File: src/rtl/tdm_demux.sv
// tdm_demux: receive side of a time-division mux. Tracks frame alignment,
// assembles each frame in a shadow buffer, and publishes all channels in
// parallel once per complete frame.
module tdm_demux #(
    parameter int unsigned WIDTH    = 8,
    parameter int unsigned CHANNELS = 4
) (
    input  logic                      clk,
    input  logic                      rst_n,
    input  logic                      in_valid,
    input  logic [WIDTH-1:0]          in_data,
    input  logic                      in_sof,
    output logic [CHANNELS*WIDTH-1:0] out_data,
    output logic                      out_valid,
    output logic                      frame_err,
    output logic                      locked,
    output logic [15:0]               frame_cnt
);

    localparam int unsigned      CW   = $clog2(CHANNELS);
    localparam logic [CW-1:0]    LAST = CW'(CHANNELS - 1);
    localparam logic [CW-1:0]    ONE  = CW'(1);

    typedef enum logic [1:0] {
        HUNT     = 2'd0,
        COLLECT  = 2'd1,
        WAIT_SOF = 2'd2
    } state_t;

    state_t                      state_q, state_d;
    logic [CW-1:0]               idx_q, idx_d;
    logic [WIDTH-1:0]            shd_q [CHANNELS];
    logic [WIDTH-1:0]            shd_d [CHANNELS];
    logic [CHANNELS*WIDTH-1:0]   out_data_q, out_data_d;
    logic                        out_valid_q, out_valid_d;
    logic                        frame_err_q, frame_err_d;
    logic                        locked_q, locked_d;
    logic [15:0]                 frame_cnt_q, frame_cnt_d;

    // State register; reset returns to HUNT so a fresh SOF is required.
    always_ff @(posedge clk) begin
        if (!rst_n) begin
            state_q <= HUNT;
        end else begin
            state_q <= state_d;
        end
    end

    // Datapath registers: slot counter, shadow buffer and all outputs.
    always_ff @(posedge clk) begin
        if (!rst_n) begin
            idx_q       <= '0;
            for (int unsigned k = 0; k < CHANNELS; k++) begin
                shd_q[k] <= '0;
            end
            out_data_q  <= '0;
            out_valid_q <= 1'b0;
            frame_err_q <= 1'b0;
            locked_q    <= 1'b0;
            frame_cnt_q <= '0;
        end else begin
            idx_q       <= idx_d;
            shd_q       <= shd_d;
            out_data_q  <= out_data_d;
            out_valid_q <= out_valid_d;
            frame_err_q <= frame_err_d;
            locked_q    <= locked_d;
            frame_cnt_q <= frame_cnt_d;
        end
    end

    // Next-state and datapath decode; idle cycles hold everything but pulses.
    always_comb begin
        state_d     = state_q;
        idx_d       = idx_q;
        shd_d       = shd_q;
        out_data_d  = out_data_q;
        out_valid_d = 1'b0;
        frame_err_d = 1'b0;
        frame_cnt_d = frame_cnt_q;

        if (in_valid) begin
            case (state_q)
                HUNT: begin
                    if (in_sof) begin
                        shd_d[0] = in_data;
                        idx_d    = ONE;
                        state_d  = COLLECT;
                    end
                end
                COLLECT: begin
                    if (in_sof) begin
                        // Short frame: restart collection from this SOF word.
                        frame_err_d = 1'b1;
                        shd_d[0]    = in_data;
                        idx_d       = ONE;
                    end else begin
                        shd_d[idx_q] = in_data;
                        if (idx_q == LAST) begin
                            // Last word bypasses the shadow buffer straight to the output.
                            for (int unsigned k = 0; k < CHANNELS - 1; k++) begin
                                out_data_d[k*WIDTH +: WIDTH] = shd_q[k];
                            end
                            out_data_d[(CHANNELS-1)*WIDTH +: WIDTH] = in_data;
                            out_valid_d = 1'b1;
                            if (frame_cnt_q != 16'hFFFF) begin
                                frame_cnt_d = frame_cnt_q + 16'd1;
                            end
                            idx_d   = '0;
                            state_d = WAIT_SOF;
                        end else begin
                            idx_d = idx_q + ONE;
                        end
                    end
                end
                WAIT_SOF: begin
                    if (in_sof) begin
                        shd_d[0] = in_data;
                        idx_d    = ONE;
                        state_d  = COLLECT;
                    end else begin
                        frame_err_d = 1'b1;
                        idx_d       = '0;
                        state_d     = HUNT;
                    end
                end
                default: begin
                    idx_d   = '0;
                    state_d = HUNT;
                end
            endcase
        end

        locked_d = (state_d == COLLECT) || (state_d == WAIT_SOF);
    end

    assign out_data  = out_data_q;
    assign out_valid = out_valid_q;
    assign frame_err = frame_err_q;
    assign locked    = locked_q;
    assign frame_cnt = frame_cnt_q;

endmodule

File: config.mk
export PLATFORM = sky130hd
export DESIGN_NAME = tdm_demux
export DESIGN_NICKNAME = d
export VERILOG_FILES = /design/src/rtl/tdm_demux.sv
export SDC_FILE = /design/constraint.sdc
export NUM_CORES = 1
export LEC_CHECK = 0
export CAP_MARGIN = 25
export CORE_UTILIZATION = 45
export CTS_BUF_LIST = sky130_fd_sc_hd__clkbuf_8
export DETAILED_ROUTE_END_ITERATION = 16
export PLACE_DENSITY = 0.8
export SYNTH_ARGS = -nofsm -noshare
export SYNTH_HDL_FRONTEND = slang
export SYNTH_SLANG_ARGS = --single-unit
File: constraint.sdc
create_clock -name clk -period 2.7 [get_ports clk]
set_input_delay 0.405 -clock clk [delete_from_list [all_inputs] [get_ports clk]]
set_output_delay 0.405 -clock clk [all_outputs]
set_load 0.01 [all_outputs]
-- After elaboration in Yosys (flattened, before gate mapping)
Index checks and enable logic that the tools add are counted.
- add/sub/neg operators: 2
- multiply operators: 0
- div/mod/pow operators: 0
- order comparisons: 2
- equality and inequality tests: 8
- shift-type cells: 0
- mux-type cells: 20
- bitwise logic cells: 5
- reduce and logical (&&, ||, !) cells: 12
- operator list (cell ; count):
    $bwmux 32 ; 1
    $mux 8 ; 3
    $add 16x1->16 const B ; 1
    $demux 8 s2 ; 1
    $ne 16x16->1 const B ; 1
    $pmux 8 s2 ; 1
    $mux 2 ; 7
    $pmux 2 s3 ; 2
    $eq 2x2->1 const B ; 3
    $reduce_and 3->1 ; 2
    $reduce_and 5->1 ; 1
    $eq 2x1->1 const B ; 2
    $mux 1 ; 4
    $not 1->1 ; 4
    $reduce_and 2->1 ; 2
    $reduce_and 4->1 ; 1
    $reduce_or 4->1 ; 1
    $ge 3x3->1 const B ; 1
    $lt 3x1->1 const B ; 1
    $not 2->3 ; 1
    $add 2x1->2 const B ; 1
    $logic_not 2->1 ; 1
    $ne 2x1->1 const B ; 1
    $ne 2x2->1 const B ; 1
    5 further kinds ; 5
- register bits after elaboration: 87
- bits in latches: 0
- RAM bits: 0
- bits in read-only memories: 0
- output and inout bits: 51
- logic and storage cells: 60
- memories kept: 0

-- Logic depth before layout (Yosys ltp)
Gate-level depths: netlist of the first run.
- depth after elaboration: 8
- gate-level depth with buffers: 7
- mapped depth without buffers: 6

-- Worst setup path before layout of the first run
OpenSTA, ideal clock, no wires.
- kind: reg2reg
- start: register frame_cnt_q[0], in the netlist frame_cnt[0]
- end: register frame_cnt_q[14], in the netlist frame_cnt[14]
- arrival time: 1714 ps
- path slack: 864 ps
- stages on the path, launching flop included: 5
- path buffers: 0
- clock period less this slack: 1836 ps
- cells stage by stage: dfxtp_1 ha_1 nand4_2 or4_1 o311a_1
- cells in the longest elaborated chain, start to end: 2
- elaborated cells between the ends (all ways): 3
- classes of those cells: 1 x add/sub; 1 x eq/ne; 1 x reduce/logical
- RTL lines (item ; line ; text):
    start, declared ; 38 ; logic [15:0] frame_cnt_q, frame_cnt_d;
    start signal, assigned ; 68 ; frame_cnt_q <= frame_cnt_d;
    parallel branches: the longest is 2 deep, another holds $add 16x1->16 ; - ;
Several ways; the timed one is not identified.
A chain may end at the register's enable or synchronous reset.

-- Worst setup path in the final report of the first run
- start: register state_q[1]
- end: register frame_cnt_q[4], in the netlist frame_cnt[4]
- cells in the longest elaborated chain, start to end: 2
- RTL lines (item ; line ; text):
    start, declared ; 30 ; state_t state_q, state_d;
    start signal, assigned ; 45 ; state_q <= state_d;
    $eq 2x1->1 ; 83 ; case (state_q)
    $reduce_and 5->1 (no line) ; - ;
No other way between the ends.

==> impl_metrics.toml, run 1 <==
[logic_synthesis]
synth_top_cell_area_share_pct = 48.0
yosys_warnings = 0
synth_edf_count = 0
ys_seq_area_share_pct = 48.0
synth_cell_types = 46
synth_commonest_cells = "nand2_1, dfxtp_1, a21oi_1, clkbuf_1, o21ai_0"
yosysTopAreaCell = "dfxtp_1"
async_flop_share_pct = 0
syn_nets = 422
post-synth-top-count-cell = "nand2_1"
synth_area_per_cell_um2 = 8.22
ys_seq_elements = 79
synth_area_um2 = 3290
synth.area.top_cells = "dfxtp_1, nand2_1, a21oi_1"
synthCells = 401
ys.flop_type = "dfxtp_1"

[min_path]
min_to = "out_data[11]"
hp-start = "shd_q[19]"
whs_path_depth = 2
hp-class = "reg2reg"

[global_routing]
track_usage_pct = 20.2
grt-ovfl-total = 0
grt_first_pass_wirelength_um = 12100
grt_start_max_net_pins = 40
antenna_found_initial = 0
grt_pass1_vias = 2593

[setup_path]
r2r_slack_ns = 0.66
path_class = "reg2reg"
path_cells = "inv_1 > ha_1 > and4b_1 > buf_4 > nand4_1 > or3_1 > a21oi_1"
cp_slowest_cell = "dfxtp_1"
r2r_end = "frame_cnt[4]"
end_kind = "flop"
r2r_cells = 7
r2r-start = "state_q[1]"
required_ns = 2.99
worstPathBufferInverterCount = 2
critPathMaxStageDelay_ns = 0.36
cp_top_family = "simple AND/OR/NAND/NOR gates"
crit_arrival_ns = 2.32
cp_max_fo = 18
startpoint_type = "flop"

[sta]
tns_ns = 0
relSlewSlack_pct = 56.5
tightest_slew_ns = 0.648
finalSetupViolCount = 0
fin_skew_ns = 0.0112
finalCritPeriodShare_pct = 75.5
max_freq_mhz = 491
final-max-slew-violation-count = 0
hold_viol_final = 0
grt_setup_unrepaired = "no"
finalCriticalPeriod_ns = 2.04
setup_ws_ns = 0.662

[flow_run]
drv_cap = 0

[placement]
place_ws_ns = 0.340
place_congestion = 0.811
post-dp-hpwl_um = 5150
portBuffers = 62

[power_and_ir_drop]
p_clk_share_pct = 41.2
swShare_pct = 23.6
p_leak_nw = 1.45
power_density_nw_per_um2 = 521
ir_drop_mv = 0.297
switchingPower_w = 0.000516
seqPwrFrac_pct = 54.0
combPwrFrac_pct = 4.8
internal_power_w = 0.00167

[die]
start_util_pct = 47.4
chipHeight_um = 87.6
core_um2 = 6940
dieArea_um2 = 7670
die_x_um = 87.6
ios = 63
num_rows = 30

[final_layout]
seq_area_um2 = 1580
final_nets = 480
layout-drive-gt1-share_pct = 6.68
multiInputGateArea_um2 = 1580
nFillCells = 596
insertedDiodeCount = 0
area_growth_pct = 27.7

[clock_network]
cts_resized = 0
htreeDepth = 3
cts.sinks = 79
cts-root-buf = "clkbuf_8"
clkSlewWorstSetupHoldPaths_ns = 0.08
cts_tree = "yes"
clock_latency_ns = 0.36
postCtsSetupRepairBufs = 0
cts_buffers = 9
max-clock-path-buffers = 2
cts_hold_buf = 0

[detailed_routing]
wl_um = 7400
vias = 2941
vias_per_cell = 5.25
route.detailed.drc = 0
drtIter0Drc = 165
dr.pass1.iters = 5
wl_per_cell_um = 13.2
ant_nets = 0

[status]
status = "finished clean"
[worst max path at each step]
stage,slack [ns],from,end,cells past startpoint
after floorplan,0.86,frame_cnt[0],frame_cnt[14],4
after global placement,0.42,in_sof,frame_cnt[13],5
after detailed placement,0.34,in_sof,frame_cnt[13],5
after CTS,0.67,state_q[1],frame_cnt[4],7
after global routing,0.48,state_q[1],frame_cnt[4],7
final,0.66,state_q[1],frame_cnt[4],7
[state kept, by name (all words and copies together), names as in the netlist]
signal,count
shd_q,24
frame_cnt,16
out_data,32
out_valid,1
state_q,2
idx_q,2
locked,1
frame_err,1
[logic make-up after synthesis]
| kind of cell | after synthesis | share of synthesized area [%] |
|---|---|---|
| buf+inv | 32 | 4.03 |
| mux | 8 | 2.47 |
| flops | 79 | 48.0 |
| fa+ha+maj | 9 | 3.42 |
| simple gates | 182 | 26.2 |
| compound gates | 91 | 15.8 |
[worst reg2reg max path, cell delays in order (launching register included)]
cell and delay (ns):
dfxtp_1 0.36, inv_1 0.12, ha_1 0.31, and4b_1 0.34, buf_4 0.26, nand4_1 0.13
or3_1 0.33, a21oi_1 0.14
[area by class of cell]
class | instances | share of cell area [%]
clock buffer | 10 | 3.27
clock inverter | 6 | 1.64
inverter | 8 | 0.714
multi-input combinational | 290 | 37.6
sequential | 79 | 37.6
tap | 96 | 2.86
timing repair buffer | 71 | 16.4
[power groups by stage]
stage	registers [W]	clock network, W	logic, W
floorplan	0.00121	0	0.0000612
detailed placement	0.00121	0	0.000104
finish	0.00118	0.000903	0.000105
global route	0.00118	0.000968	0.000117
global placement	0.00121	0	0.000102
CTS	0.00118	0.000912	0.000105
[through the flow]
stage | power [W] | utilization (%) | cell area [um2] | hold slack, ns | cells
after detailed placement | 0.00131 | 57.6 | 4000 | 0.447 | 544
after global routing | 0.00227 | 60.6 | 4210 | 0.466 | 560
final | 0.00219 | 60.6 | 4210 | 0.453 | 560
after floorplan | 0.00127 | - | 3290 | 0.432 | 401
after global placement | 0.00131 | 57.6 | 4000 | 0.442 | 544
after CTS | 0.00220 | 60.6 | 4210 | 0.454 | 560
[routing by layer]
| metal | track usage [%] | part of all wire (%) | up-vias |
|---|---|---|---|
| met5 | 0 | 0 | - |
| met4 | 8.94 | 1.4 | 0 |
| met3 | 4.05 | 5.3 | 9 |
| met2 | 31.5 | 47 | 82 |
| met1 | 27.3 | 46 | 1356 |
| li1 | - | - | 1494 |
[cell usage in the layout (no fill, tap or decap), types with 4 or more instances in the layout]
cell type / Yosys / layout
nand4_1: 8 / 8
inv_1: 8 / 9
dfxtp_1: 79 / 79
nand3_1: 14 / 14
nand2_1: 117 / 117
a21oi_1: 55 / 55
nor2_1: 8 / 8
mux2i_1: 7 / 7
clkbuf_8: 0 / 10
clkdlybuf4s50_1: 0 / 62
o21ai_0: 16 / 16
ha_1: 9 / 9
buf_4: 1 / 9
nor2b_1: 4 / 4
or3_1: 5 / 5
nand2b_1: 8 / 8
Power figures use the tool's default switching activity.
==> inputs of run 2 (changes only) <==
clock period = 2 ns   (was 2.7 ns; I/O delays follow)
==> impl_metrics.toml, run 2 (synthesis gave the netlist of run 1 again) <==
[placement]
place_ws_ns = -0.0877
dp.cells = 555
place_congestion = 0.845
placed_cell_area_um2 = 4080
post-dp-hpwl_um = 5440
portBuffers = 62

[setup_path]
cp_slowest_cell = "or4_4"
cp_max_fo = 4
critPathMaxStageDelay_ns = 0.59
required_ns = 2.22
end_kind = "flop"
path_cells = "ha_2 > nand4b_4 > or4_4 > a211oi_1 > a2111oi_2"
crit_arrival_ns = 2.09
startpoint_type = "flop"
path_class = "reg2reg"
worstPathBufferInverterCount = 0
cp_top_family = "simple AND/OR/NAND/NOR gates"

[global_routing]
antenna_found_initial = 0
track_usage_pct = 21.4
grt_start_max_net_pins = 33
grt_pass1_vias = 2835
grt-ovfl-total = 0
grt_first_pass_wirelength_um = 12900

[final_layout]
layout-drive-gt1-share_pct = 9.47
nFillCells = 594
fin_area_um2 = 4320
final_nets = 491
largest_register_ffs = 32
layout_common_cells = "nand2_1, dfxtp_1, clkdlybuf4s50_1"
fin_util_pct = 62.2
final_common_cell = "nand2_1"
insertedDiodeCount = 0
instances_no_fill = 571
area_growth_pct = 31.1

[detailed_routing]
dr.pass1.iters = 4
ant_nets = 0
vias_per_cell = 5.40
vias = 3085
wl_per_cell_um = 13.5
drtIter0Drc = 188
wl_um = 7730
route.detailed.drc = 0

[clock_network]
cts.sinks = 79
cts_tree = "yes"
clock_latency_ns = 0.35
clkSlewWorstSetupHoldPaths_ns = 0.08
htreeDepth = 3
max-clock-path-buffers = 2
postCtsSetupRepairBufs = 0
cts-root-buf = "clkbuf_8"
cts_buffers = 9

[die]
chipHeight_um = 87.6
core_um2 = 6940
ios = 63
dieArea_um2 = 7670
die_x_um = 87.6
start_util_pct = 47.4
num_rows = 30

[sta]
grt_setup_unrepaired = "no"
final-max-slew-violation-count = 0
max_freq_mhz = 537
setup_ws_ns = 0.138
tightest_slew_ns = 0.379
finalCritPeriodShare_pct = 93.1
holdWs_ns = 0.454
relSlewSlack_pct = 74.5
hold_viol_final = 0
finalSetupViolCount = 0
fin_skew_ns = 0.00877
finalCriticalPeriod_ns = 1.86

[status]
status = "finished clean"

[power_and_ir_drop]
power_density_nw_per_um2 = 709
ir_drop_mv = 0.613
p_leak_nw = 1.51

[min_path]
hp-class = "reg2reg"

[flow_run]
drv_cap = 0
[run 2: changes by cell type in the layout (fill, tap and decap cells not counted), sizes merged]
cell / previous run / this run
clkinv: 3 / 2
buf: 9 / 20
bufinv: 1 / 2
clkbuf: 10 / 9
inv: 10 / 11
[run 2: metal layers]
metal / share of wire [%] / wire [um] / global-route usage (%)
met1: 45 / 3450 / 26.8
met2: 48 / 3720 / 36.5
met3: 5.1 / 396 / 3.49
met4: 2.1 / 162 / 9.54
met5: 0 / 0 / 0
[run 2: cell type report]
cell class	count	area (um2)	share of cell area (%)
tap	96	120	2.78
timing repair buffer	82	771	17.8
sequential	79	1580	36.6
clock inverter	7	95.1	2.20
inverter	8	30.0	0.695
multi-input combinational	290	1600	37.0
clock buffer	9	124	2.87
[run 2: report_power, final]
group | total, W | switching [W] | internal [W]
sequential | 0.00160 | 0.00000882 | 0.00159
combinational | 0.000154 | 0.0000889 | 0.0000654
clock | 0.00131 | 0.000603 | 0.000708
total | 0.00306 | 0.000701 | 0.00236
[run 2: tightest hold or removal path: cells and delay by family, from the launching register on]
| family | cells | cell delay, ns |
|---|---|---|
| flops | 1 | 0.31 |
| compound gates | 1 | 0.05 |
| simple gates | 1 | 0.05 |
[run 2: path summary, 6_finish.rpt]
check,to,slack [ns],start,cells past startpoint
setup reg to reg,frame_cnt[13],0.14,idx_q[1],5
hold reg to reg,out_data[4],0.45,out_data[4],2
hold / removal,out_data[4],0.45,out_data[4],2
setup / recovery,frame_cnt[13],0.14,idx_q[1],5
[run 2: stage by stage]
stage               power (W)  TNS (ns)
finish                0.00306         0
global route          0.00316         0
CTS                   0.00306         0
detailed placement    0.00178    -0.231
global placement      0.00178   -0.0993
floorplan             0.00171         0
[run 2: what timing repair did]
action / in CTS / in global routing
gates resized for setup: 0 / 4
hold buffers: 0 / 0
setup endpoints to repair: 0 / 10
